<file path="src/rtl/enemy_pkg.sv">
// enemy_pkg: slot-to-group map, kill_type codes and default hit points
// shared by the enemy roster and its per-slot registers.
package enemy_pkg;

    localparam int IDX_W     = 5;
    localparam int NUM_SLOTS = 23;

    // Fixed group map: flies, then spiders, then mosquitoes.
    localparam int FLY_FIRST    = 0;
    localparam int FLY_LAST     = 16;
    localparam int SPIDER_FIRST = 17;
    localparam int SPIDER_LAST  = 20;
    localparam int MOSQ_FIRST   = 21;
    localparam int MOSQ_LAST    = 22;

    localparam logic [NUM_SLOTS-1:0] FLY_MASK    = 23'h01_FFFF;
    localparam logic [NUM_SLOTS-1:0] SPIDER_MASK = 23'h1E_0000;
    localparam logic [NUM_SLOTS-1:0] MOSQ_MASK   = 23'h60_0000;

    // kill_type codes reported with each kill event.
    localparam logic [1:0] KT_NONE   = 2'b00;
    localparam logic [1:0] KT_FLY    = 2'b01;
    localparam logic [1:0] KT_SPIDER = 2'b10;
    localparam logic [1:0] KT_MOSQ   = 2'b11;

    localparam int DEF_FLY_HP    = 1;
    localparam int DEF_SPIDER_HP = 3;
    localparam int DEF_MOSQ_HP   = 5;

    localparam int DEF_FLASH_CYCLES = 3_125_000;

    // Group code of a slot index; indices past the last slot map to mosquito
    // but are filtered out before they can reach any slot.
    function automatic logic [1:0] slot_type(logic [IDX_W-1:0] idx);
        if (int'(idx) <= FLY_LAST)         return KT_FLY;
        else if (int'(idx) <= SPIDER_LAST) return KT_SPIDER;
        else                               return KT_MOSQ;
    endfunction

endpackage

</file>
<file path="src/rtl/enemy_slot.sv">
// enemy_slot: alive bit and hit-point counter for one enemy slot.
// Spawn takes priority over a hit in the same cycle. Optional macro
// ENEMY_HIT_FLASH_EN adds a per-slot hit-flash countdown.
module enemy_slot
    import enemy_pkg::*;
#(
    parameter logic [2:0] HP           = 3'd1,
    parameter int         FLASH_CYCLES = DEF_FLASH_CYCLES
) (
    input  logic clk,
    input  logic rst_n,
    input  logic i_spawn,
    input  logic i_spawn_alive,
    input  logic i_hit,
`ifdef ENEMY_HIT_FLASH_EN
    output logic o_flash,
`endif
    output logic o_alive,
    output logic o_fatal
);

    logic       r_alive;
    logic [2:0] r_hp;
    logic       w_apply;
    logic       w_fatal;

    // A hit only lands on a live slot whose group is not respawning.
    assign w_apply = i_hit & r_alive & ~i_spawn;
    assign w_fatal = w_apply & (r_hp <= 3'd1);

    assign o_alive = r_alive;
    assign o_fatal = w_fatal;

    // Alive/hp update: spawn reload, fatal clear, or one-point decrement.
    always_ff @(posedge clk or negedge rst_n) begin
        if (!rst_n) begin
            r_alive <= 1'b0;
            r_hp    <= 3'd0;
        end else if (i_spawn) begin
            r_alive <= i_spawn_alive;
            r_hp    <= i_spawn_alive ? HP : 3'd0;
        end else if (w_fatal) begin
            r_alive <= 1'b0;
            r_hp    <= 3'd0;
        end else if (w_apply) begin
            r_hp    <= r_hp - 3'd1;
        end
    end

`ifdef ENEMY_HIT_FLASH_EN
    localparam int FLASH_W = $clog2(FLASH_CYCLES + 1);

    logic [FLASH_W-1:0] r_flash_cnt;

    assign o_flash = (r_flash_cnt != '0);

    // Flash countdown: (re)loaded by a surviving hit, cleared by kill or spawn.
    always_ff @(posedge clk or negedge rst_n) begin
        if (!rst_n) begin
            r_flash_cnt <= '0;
        end else if (i_spawn || w_fatal) begin
            r_flash_cnt <= '0;
        end else if (w_apply) begin
            r_flash_cnt <= FLASH_W'(FLASH_CYCLES - 1);
        end else if (r_flash_cnt != '0) begin
            r_flash_cnt <= r_flash_cnt - 1'b1;
        end
    end
`endif

endmodule

</file>
<file path="src/rtl/enemy_roster.sv">
// enemy_roster: live state of all enemy slots. Takes spawn pulses and hits,
// emits buffered kill events and per-group cleared pulses.
// Optional macro ENEMY_HIT_FLASH_EN adds the enemy_flash output.
module enemy_roster
    import enemy_pkg::*;
#(
    parameter int ENEMY_COUNT  = NUM_SLOTS,
    parameter int FLY_HP       = DEF_FLY_HP,
    parameter int SPIDER_HP    = DEF_SPIDER_HP,
    parameter int MOSQ_HP      = DEF_MOSQ_HP,
    parameter int FLASH_CYCLES = DEF_FLASH_CYCLES
) (
    input  logic                   clk25,
    input  logic                   global_reset_n,
    input  logic [ENEMY_COUNT-1:0] enemy_alive_in,
    input  logic                   reset_fly,
    input  logic                   reset_spider,
    input  logic                   reset_mosquito,
    input  logic                   hit_valid,
    input  logic [IDX_W-1:0]       hit_idx,
    output logic                   hit_ready,
    output logic [ENEMY_COUNT-1:0] enemy_alive_out,
    output logic                   kill_valid,
    input  logic                   kill_ready,
    output logic [IDX_W-1:0]       kill_idx,
    output logic [1:0]             kill_type,
`ifdef ENEMY_HIT_FLASH_EN
    output logic [ENEMY_COUNT-1:0] enemy_flash,
`endif
    output logic [2:0]             group_cleared,
    output logic                   all_dead
);

    logic                   r_kill_valid;
    logic [IDX_W-1:0]       r_kill_idx;
    logic [1:0]             r_kill_type;
    logic [2:0]             r_group_cleared;

    logic                   w_accept;
    logic                   w_idx_ok;
    logic                   w_any_fatal;
    logic [ENEMY_COUNT-1:0] w_spawn;
    logic [ENEMY_COUNT-1:0] w_hit;
    logic [ENEMY_COUNT-1:0] w_fatal;
    logic [ENEMY_COUNT-1:0] w_alive;
    logic [ENEMY_COUNT-1:0] w_left;
    logic [2:0]             w_cleared;

    // The one-entry kill buffer back-pressures hits only while it is full
    // and not being drained this cycle.
    assign hit_ready   = ~r_kill_valid | kill_ready;
    assign w_accept    = hit_valid & hit_ready;
    assign w_idx_ok    = (int'(hit_idx) < ENEMY_COUNT);
    assign w_any_fatal = |w_fatal;

    generate
        for (genvar gi = 0; gi < ENEMY_COUNT; gi++) begin : g_slot
            localparam logic [1:0] TYPE = slot_type(IDX_W'(gi));
            localparam logic [2:0] HP   = (TYPE == KT_FLY)    ? 3'(FLY_HP)    :
                                          (TYPE == KT_SPIDER) ? 3'(SPIDER_HP) :
                                                                3'(MOSQ_HP);

            assign w_spawn[gi] = (TYPE == KT_FLY)    ? reset_fly    :
                                 (TYPE == KT_SPIDER) ? reset_spider :
                                                       reset_mosquito;
            assign w_hit[gi]   = w_accept & w_idx_ok & (hit_idx == IDX_W'(gi));

            enemy_slot #(
                .HP           (HP),
                .FLASH_CYCLES (FLASH_CYCLES)
            ) u_slot (
                .clk           (clk25),
                .rst_n         (global_reset_n),
                .i_spawn       (w_spawn[gi]),
                .i_spawn_alive (enemy_alive_in[gi]),
                .i_hit         (w_hit[gi]),
`ifdef ENEMY_HIT_FLASH_EN
                .o_flash       (enemy_flash[gi]),
`endif
                .o_alive       (w_alive[gi]),
                .o_fatal       (w_fatal[gi])
            );
        end
    endgenerate

    // A group clears when this cycle's kill takes its last survivor.
    assign w_left       = w_alive & ~w_fatal;
    assign w_cleared[0] = |(w_fatal & FLY_MASK)    & ~|(w_left & FLY_MASK);
    assign w_cleared[1] = |(w_fatal & SPIDER_MASK) & ~|(w_left & SPIDER_MASK);
    assign w_cleared[2] = |(w_fatal & MOSQ_MASK)   & ~|(w_left & MOSQ_MASK);

    // Kill buffer: load on a fatal hit, drop on handshake, else hold.
    always_ff @(posedge clk25 or negedge global_reset_n) begin
        if (!global_reset_n) begin
            r_kill_valid <= 1'b0;
            r_kill_idx   <= '0;
            r_kill_type  <= KT_NONE;
        end else if (w_any_fatal) begin
            r_kill_valid <= 1'b1;
            r_kill_idx   <= hit_idx;
            r_kill_type  <= slot_type(hit_idx);
        end else if (r_kill_valid && kill_ready) begin
            r_kill_valid <= 1'b0;
        end
    end

    // Group-cleared pulses live for exactly one cycle.
    always_ff @(posedge clk25 or negedge global_reset_n) begin
        if (!global_reset_n) r_group_cleared <= 3'b000;
        else                 r_group_cleared <= w_cleared;
    end

    assign enemy_alive_out = w_alive;
    assign kill_valid      = r_kill_valid;
    assign kill_idx        = r_kill_idx;
    assign kill_type       = r_kill_type;
    assign group_cleared   = r_group_cleared;
    assign all_dead        = ~|w_alive;

endmodule

</file>
<file path="config.mk">
export PLATFORM = sky130hd
export DESIGN_NAME = enemy_roster
export DESIGN_NICKNAME = d
export VERILOG_FILES = /design/src/rtl/enemy_pkg.sv /design/src/rtl/enemy_slot.sv /design/src/rtl/enemy_roster.sv
export SDC_FILE = /design/constraint.sdc
export NUM_CORES = 1
export LEC_CHECK = 0
export ABC_AREA = 1
export BUFFER_PORTS_ARGS = -buffer_cell sky130_fd_sc_hd__buf_4
export CAP_MARGIN = 20
export CORE_UTILIZATION = 28
export CTS_CLUSTER_SIZE = 16
export DETAILED_ROUTE_END_ITERATION = 12
export PLACE_DENSITY_LB_ADDON = 0.1
export SYNTH_ARGS = -nofsm -noshare
export SYNTH_HDL_FRONTEND = slang
export SYNTH_SLANG_ARGS = --single-unit
</file>
<file path="constraint.sdc">
create_clock -name clk25 -period 3.15 [get_ports clk25]
set_clock_uncertainty 0.1 [all_clocks]
set_input_delay 0.63 -clock clk25 [delete_from_list [all_inputs] [get_ports clk25]]
set_output_delay 0.63 -clock clk25 [all_outputs]
set_load 0.05 [all_outputs]
</file>
Yosys cells after proc, flatten, opt, wreduce, memory -nomap -nowiden --
Index checks and enable logic that the tools add are counted.
Cells by class: $add $sub $neg 23, order comparisons 26, eq/ne operators 22, muxes and demuxes 142, bitwise gates (word level) 104, reduce and logical (&&, ||, !) cells 61
Operators by type and width (number):
- $mux 3 | 71
- $and 1x1->1 | 97
- $le 3x1->1 const B | 23
- $reduce_bool 3->1 | 23
- $sub 3x1->3 const B | 23
- $mux 1 | 66
- $reduce_bool 2->1 | 24
- $reduce_or 23->1 | 2
- $eq 5x4->1 const B | 8
- $eq 5x5->1 const B | 7
- $reduce_or 17->1 | 2
- $and 23x23->23 | 1
- $not 23->23 | 1
- $eq 5x3->1 const B | 4
- $eq 5x2->1 const B | 2
- $le 5x5->1 const B | 2
- $mux 2 | 5
- $reduce_or 4->1 | 2
- $eq 5x1->1 const B | 1
- $logic_not 5->1 | 1
- $lt 5x5->1 const B | 1
- $logic_not 1->1 | 4
- $not 1->1 | 4
- $reduce_or 2->1 | 2
- other kinds (2) | 2
Word-level totals: bits in registers 103, input bits 35, output and inout port bits 36, word-level logic and storage cells 428

Depth between registers and ports, before layout --
Gate-level depths: netlist (run 1).
depth in word-level cells 13, depth in mapped cells 13, gate-level depth less buffers 13

By module --
A second synthesis (run 1) with hierarchy kept.
Second synthesis, totals: cell total of the unflattened synthesis 979, area total of the unflattened synthesis 7139.3 µm²
Modules (own cells, without submodules):
- enemy_slot (g_slot[0].u_slot ...) | times used 17, cells each 34, area an instance 261.5 µm², sequential area each 100.1 µm²
- enemy_slot (g_slot[17].u_slot ...) | times used 4, cells each 36, area an instance 275.3 µm², sequential area each 100.1 µm²
- enemy_roster | times used 1, cells each 193, area an instance 1074.8 µm², sequential area each 275.3 µm²
- enemy_slot (g_slot[21].u_slot ...) | times used 2, cells each 32, area an instance 259.0 µm², sequential area each 100.1 µm²

Least setup slack after synthesis (run 1) --
Ideal clock, no wire load.
path type reg2reg, from register r_kill_valid, in the netlist kill_valid, to register r_kill_type[0], in the netlist kill_type[0], library setup time 0.118 ns, arrival 2.187 ns, data required time 2.932 ns, setup slack 0.745 ns, cell stages (with the launch flop) 13, buffers on the path 1, period minus slack after synthesis 2.405 ns, path through dfrtp_1 nand2_1 nand3_4 nor2_4 buf_12 nand3_1 nand2_2 nor2_4 nand2_4 nor2_8 nand2_4 nand2_1 nand2_1
On the way: longest elaborated chain between the ends 9, elaborated cells between the ends (all ways) 97, classes of those cells bitwise (96); reduce/logical (1)
RTL lines:
- from (decl) | RTL line enemy_roster.sv:34 | logic r_kill_valid;
- from (signal assigned) | RTL line enemy_roster.sv:95 | r_kill_valid <= 1'b0;
- from (signal assigned) | RTL line enemy_roster.sv:99 | r_kill_valid <= 1'b1;
- from (signal assigned) | RTL line enemy_roster.sv:103 | r_kill_valid <= 1'b0;
- $not 1->1 (*) | RTL line enemy_roster.sv:51 | assign hit_ready = ~r_kill_valid | kill_ready;
- $or 1x1->1 (*) | RTL line enemy_roster.sv:51
- via hit_ready | RTL line enemy_roster.sv:21 | output logic hit_ready,
- $and 1x1->1 (*) | RTL line enemy_roster.sv:52 | assign w_accept = hit_valid & hit_ready;
- $and 1x1->1 (*) | RTL line enemy_roster.sv:66 | assign w_hit[gi] = w_accept & w_idx_ok & (hit_idx == IDX_W'(gi));
- $and 1x1->1 | RTL line enemy_roster.sv:66
- $and 1x1->1 (2 in a row) | RTL line enemy_slot.sv:28 | assign w_apply = i_hit & r_alive & ~i_spawn;
- $and 1x1->1 | RTL line enemy_slot.sv:29 | assign w_fatal = w_apply & (r_hp <= 3'd1);
- $reduce_or 23->1 (*) | RTL line enemy_roster.sv:54 | assign w_any_fatal = |w_fatal;
- to (signal assigned) | RTL line enemy_roster.sv:101 | r_kill_type <= slot_type(hit_idx);
- to (decl) | RTL line enemy_roster.sv:36 | logic [1:0] r_kill_type;
Mark *: on every way through the listed nets, which the timed path passes. The rest lies on a longest branch. A chain may end at the register's enable or synchronous reset.

Worst setup path after layout (run 1) --
from register g_slot[22].u_slot.r_alive, to output port all_dead
On the way: longest elaborated chain between the ends 2
RTL lines:
- from (decl) | RTL line enemy_slot.sv:22 | logic r_alive;
- from (signal assigned) | RTL line enemy_slot.sv:40 | r_alive <= i_spawn_alive;
- $reduce_or 23->1 | RTL line enemy_roster.sv:118 | assign all_dead = ~|w_alive;
- $logic_not 1->1 | RTL line enemy_roster.sv:118
- to (decl) | RTL line enemy_roster.sv:31 | output logic all_dead
No other way between the ends.

==> results by group, run 1 <==
Outcome
  – Status: finished clean

GRT
  – Initial antenna violation count: 0
  – Vias in the first global route: 5409
  – First-pass GRT wire length: 29080 um
  – GRT overflow: 0
  – All-Layer GR Usage: 15.86%
  – Largest net degree at the start of global routing: 51

Routing
  – DRC errors left: 0
  – Initial DRC count: 256
  – Vias per inst: 4.613
  – Via count: 5305
  – Post-Route WL: 17690 um
  – DR pass1 iterations: 5
  – Antenna Violating Nets Remaining: 0
  – Routed len/inst: 15.39 um

Setup path
  – Setup crit end: all_dead
  – Slowest CP cell: nor4_1
  – CP max stage delay: 510 ps
  – Crit path required time: 2420 ps
  – CP Depth: 4
  – R2R setup slack: 1060 ps
  – Worst Setup Start Kind: register
  – Worst-path fanout max: 4
  – Worst reg2reg startpoint: kill_valid
  – WP buf/inv: 1
  – Crit. Startpoint: g_slot[22].u_slot.o_alive
  – Arrival time of the worst setup path: 1980 ps
  – Worst setup path class: register to output port
  – CP top delay family: simple AND/OR/NAND/NOR gates
  – R2r worst-path depth: 12
  – Reg-to-Reg End: kill_type[1]
  – Critical Path Sink Type: output port
  – CP Cell Sequence: nor4_1, nand4_1, nor2_1, buf_4

Clock tree
  – Hold_buf cts: 0
  – Cts repair resizes: 0
  – Root buf cell: clkbuf_16
  – Htree depth: 3
  – CTS tree: yes
  – Clock Path Buffers: 2
  – Worst-Skew Late Latency: 360 ps
  – Setup bufs post-CTS: 0
  – Clk slew on worst S/H paths: 70 ps
  – Total CTS buffers: 9
  – CTS sink cnt: 103

Final layout
  – Commonest cells after routing, fill and taps aside: 176 x nand2_1, 118 x inv_1, 103 x dfrtp_1, 75 x buf_4, 73 x nor2_1
  – Layout cells sized above 1: 14.22%
  – Non-filler cells, final: 1150
  – Most common cell after layout, fill and taps aside: nand2_1
  – Layout net count: 938
  – Area growth syn-to-layout: 16.07%
  – N_diodes: 0
  – Post-layout util: 33.10%

Synth
  – Yosys warning count: 0
  – Most used DFF post-synth: dfrtp_1
  – Syn Area/Cell: 7.971 sq um
  – Synth top area cells: dfrtp_1 40%, nand2_1 10%, ha_1 8.3%
  – Number of synthesized flops with an enable pin: 0
  – Syn Nets: 888
  – Ys async rst share: 100.0%
  – Synth top area share: 39.92%
  – Syn Std Cell Area: 6456 sq um
  – Dominant cell type by area after synthesis: dfrtp_1
  – Seq/Total Area, Yosys: 39.92%
  – Cells after synthesis: 810
  – Synth unique cells: 43
  – FF+latch count, synth: 103

Run
  – Max cap viols: 0

Min path
  – Hold WC Path Type: primary input to asynchronous set/reset pin

Pwr
  – Sequential share of power: 41.4%
  – Switch share: 32.89%
  – Combinational power share: 23.2%
  – PwrDens: 494.8 nW/um^2
  – Clock share of power: 35.4%
  – P_int: 2.488 mW
  – Worst vdd ir: 0.0002380 V
  – Leak: 3.608 nW
  – Power Total: 3.708 mW
  – Sw power: 1.219 mW

Timing
  – Slew @ Worst Pin: 511.4 ps
  – Final setup viols: 0
  – Final setup TNS: 0 ps
  – Peak Freq: 369.0 MHz
  – Rel. slew slack: 65.91%
  – Count of final max-slew check failures: 0
  – RSZ-0062 raised after global routing: false
  – Post-layout min period: 2710 ps
  – Final hold violations: 0
  – Final period util: 86.04%
  – PnR worst setup slack: 439.7 ps

Die
  – Die Area: 23670 sq um
  – Core ar.: 22640 sq um
  – Top Ports: 71
  – Row cnt: 55
  – Die Y: 153.9 um
  – Starting Density: 28.52%
  – Die X: 153.9 um

Placed design
  – Gpl congestion: 0.7778
  – IO Port Bufs: 70
  – Inst Count DP: 1134
  – Hpwl dp: 13550 um
  – Place WS: 506.9 ps
cell type report:
type,instances,area [sq um]
Tap cell,285,356.6
Timing Repair Buffer,78,623.1
Inverter,119,446.7
Clock buffer,11,232.7
Clock inverter,5,106.4
Sequential cell,103,2577
Fill cell,2405,15150
Multi-Input combinational cell,549,3151
cells by family (layout without fill, tap and decap cells):
| group | Yosys count | after routing | synth area share (%) |
|---|---|---|---|
| AND/OR/NAND/NOR | 354 | 354 | 25.27 |
| buffers and inverters | 158 | 213 | 11.28 |
| AO/OA/AOI/OAI | 132 | 132 | 12.48 |
| flip-flops | 103 | 103 | 39.92 |
| adder cells (fa/ha/maj) | 43 | 43 | 8.333 |
| XOR/XNOR | 20 | 20 | 2.713 |
power groups by stage:
stage | Sequential [mW] | Clock (mW) | Combinational [mW]
after CTS | 1.53 | 1.37 | 0.874
after detailed placement | 1.56 | 0 | 0.871
final | 1.53 | 1.31 | 0.860
after global routing | 1.55 | 1.41 | 0.956
after floorplan | 1.66 | 0 | 0.487
after global placement | 1.57 | 0 | 0.865
worst min path at each step:
| stage | startpoint | to | cells past startpoint |
|---|---|---|---|
| floorplan | global_reset_n | g_slot[0].u_slot.o_alive | 0 |
| global placement | kill_idx[4] | kill_idx[4] | 2 |
| detailed placement | kill_idx[4] | kill_idx[4] | 2 |
| CTS | global_reset_n | g_slot[21].u_slot.r_hp[1] | 1 |
| global route | global_reset_n | g_slot[21].u_slot.r_hp[1] | 1 |
| finish | global_reset_n | g_slot[21].u_slot.r_hp[1] | 1 |
cells in the mapped netlist (7+ instances only):
cell / count
buf_4: 23
ha_1: 43
nand4_1: 7
o211ai_1: 16
o22ai_1: 18
nor2_1: 73
a21oi_1: 20
nand3_2: 10
nor4_1: 7
inv_1: 118
o32ai_1: 13
nor3_1: 16
xnor2_1: 19
nand3_1: 44
nand2_1: 176
dfrtp_1: 103
o21ai_0: 51
worst register-to-register path: cells and delay by family, from the launching register on:
kind / cells / cell delay [ps]
simple gates: 10 / 1290
buf+inv: 2 / 260
flops: 1 / 350
through the flow:
stage               hold slack (ps)  instance area, sq um
global route                  170.1                  7493
global placement              389.1                  7154
CTS                           152.2                  7493
finish                        132.1                  7493
floorplan                     234.4                  6456
detailed placement            375.9                  7154
layer usage:
| layer | track usage [%] | vias up | routed length [um] |
|---|---|---|---|
| met5 | 0 | - | 0 |
| met4 | 3.714 | 0 | 178 |
| met3 | 2.734 | 13 | 538 |
| met2 | 26.30 | 84 | 8259 |
| met1 | 21.43 | 2470 | 8716 |
| li1 | - | 2738 | - |
registers in the layout (all words and copies together), names as in the netlist:
signal,count
g_slot.u_slot.r_hp,69
group_cleared,3
kill_idx,5
kill_type,2
kill_valid,1
g_slot.u_slot.o_alive,23
No activity file was read; power rests on OpenSTA's default activity.
==> run 2: changes to the inputs <==
Clock period 3.15 ns to 3.2 ns, I/O delays scaled along.
==> results by group, run 2 (synthesis results as in run 1) <==
Outcome
  – Status: finished clean (unchanged)

GRT
  – All-Layer GR Usage: 15.63% (was 15.86%)
  – GRT overflow: 0 (unchanged)
  – First-pass GRT wire length: 28880 um (was 29080 um)
  – Initial antenna violation count: 0 (unchanged)
  – Largest net degree at the start of global routing: 51 (unchanged)
  – Vias in the first global route: 5411 (was 5409)

Clock tree
  – CTS tree: yes (unchanged)
  – Setup bufs post-CTS: 0 (unchanged)
  – Total CTS buffers: 9 (unchanged)
  – Worst-Skew Late Latency: 350 ps (was 360 ps)
  – Clock Path Buffers: 2 (unchanged)
  – Root buf cell: clkbuf_16 (unchanged)
  – Htree depth: 3 (unchanged)
  – Cts repair resizes: 0 (unchanged)
  – CTS sink cnt: 103 (unchanged)
  – Clk slew on worst S/H paths: 80 ps (was 70 ps)
  – Hold_buf cts: 0 (unchanged)

Timing
  – Final hold slack: 206.3 ps (was 132.1 ps)
  – Final hold violations: 0 (unchanged)
  – Post-layout min period: 2614 ps
  – PnR worst setup slack: 585.6 ps (was 439.7 ps)
  – Slew @ Worst Pin: 656.4 ps (was 511.4 ps)
  – Rel. slew slack: 56.24% (was 65.91%)
  – Final period util: 81.70%
  – Final setup viols: 0 (unchanged)
  – Final setup TNS: 0 ps (unchanged)
  – Count of final max-slew check failures: 0 (unchanged)
  – RSZ-0062 raised after global routing: false (unchanged)
  – Peak Freq: 382.5 MHz

Die
  – Die X: 153.9 um (unchanged)
  – Starting Density: 28.52% (unchanged)
  – Die Y: 153.9 um (unchanged)
  – Die Area: 23670 sq um (unchanged)
  – Core ar.: 22640 sq um (unchanged)
  – Row cnt: 55 (unchanged)
  – Top Ports: 71 (unchanged)

Setup path
  – Crit path required time: 2460 ps (was 2420 ps)
  – Worst setup path class: register to output port (unchanged)
  – WP buf/inv: 1 (unchanged)
  – Worst Setup Start Kind: register (unchanged)
  – CP top delay family: simple AND/OR/NAND/NOR gates (unchanged)
  – CP Cell Sequence: nor4_1, nand4_1, nor2_1, buf_4 (unchanged)
  – Slowest CP cell: dfrtp_1 (was nor4_1)
  – CP max stage delay: 460 ps (was 510 ps)
  – Worst-path fanout max: 4 (unchanged)
  – Critical Path Sink Type: output port (unchanged)
  – Arrival time of the worst setup path: 1870 ps (was 1980 ps)

Placed design
  – Placed Area: 7154 sq um (unchanged)
  – Hpwl dp: 13410 um (was 13550 um)
  – Place WS: 573.6 ps (was 506.9 ps)
  – Gpl congestion: 0.7802 (was 0.7778)
  – IO Port Bufs: 70 (unchanged)
  – Inst Count DP: 1134 (unchanged)

Pwr
  – Power Total: 3.579 mW (was 3.708 mW)
  – PwrDens: 478.8 nW/um^2 (was 494.8 nW/um^2)
  – Leak: 3.604 nW (was 3.608 nW)
  – Worst vdd ir: 0.0002966 V (was 0.0002380 V)

Final layout
  – Layout net count: 938 (unchanged)
  – Non-filler cells, final: 1150 (unchanged)
  – Commonest cells after routing, fill and taps aside: 176 x nand2_1, 118 x inv_1, 103 x dfrtp_1, 75 x buf_4, 73 x nor2_1 (unchanged)
  – Max reg flops: 69 (unchanged)
  – N_diodes: 0 (unchanged)
  – Post-route cell area: 7475 sq um (was 7493 sq um)
  – Area growth syn-to-layout: 15.78% (was 16.07%)
  – Most common cell after layout, fill and taps aside: nand2_1 (unchanged)
  – # fillers: 2403 (was 2405)
  – Post-layout util: 33.01% (was 33.10%)
  – Top register by number of flip-flops: g_slot.u_slot.r_hp (unchanged)
  – Layout cells sized above 1: 14.45% (was 14.22%)

Routing
  – Post-Route WL: 17530 um (was 17690 um)
  – Via count: 5311 (was 5305)
  – Vias per inst: 4.618 (was 4.613)
  – Antenna Violating Nets Remaining: 0 (unchanged)
  – DRC errors left: 0 (unchanged)
  – Initial DRC count: 254 (was 256)
  – Routed len/inst: 15.24 um (was 15.39 um)
  – DR pass1 iterations: 5 (unchanged)

Run
  – Max cap viols: 0 (unchanged)

Min path
  – Hold WC Path Type: primary input to asynchronous set/reset pin (unchanged)
[run 2: area by class of cell]
type | count | area [sq um] | area share [%]
clock buffer | 9 | 225.2 | 3.013
clock inverter | 7 | 95.09 | 1.272
inverter | 119 | 446.7 | 5.976
multi-input combinational | 549 | 3151 | 42.15
sequential | 103 | 2577 | 34.48
tap | 285 | 356.6 | 4.771
timing repair buffer | 78 | 623.1 | 8.336
[run 2: layer usage]
layer | track usage (%) | share of wire (%) | wire length [um] | vias up
li1 | - | - | - | 2744
met1 | 21.24 | 50 | 8793 | 2489
met2 | 25.50 | 47 | 8164 | 72
met3 | 2.762 | 2.7 | 475 | 6
met4 | 4.095 | 0.56 | 98 | 0
met5 | 0 | 0 | 0 | -
[run 2: power breakdown]
part	switching, mW	internal (mW)
logic	0.566	0.278
registers	0.105	1.40
clock network	0.537	0.688
[run 2: final timing paths]
kind | start | end | slack [ps] | cells after the start
worst min register to register | g_slot[17].u_slot.r_hp[1] | g_slot[17].u_slot.r_hp[1] | 410 | 2
worst max register to register | kill_valid | g_slot[2].u_slot.r_hp[0] | 960 | 8
worst max-delay path | g_slot[22].u_slot.o_alive | all_dead | 590 | 4
max in group asynchronous | global_reset_n | g_slot[3].u_slot.o_alive | 2000 | 2
min in group clk25 | g_slot[17].u_slot.r_hp[1] | g_slot[17].u_slot.r_hp[1] | 410 | 2
worst min-delay path | global_reset_n | g_slot[21].u_slot.r_hp[1] | 210 | 1
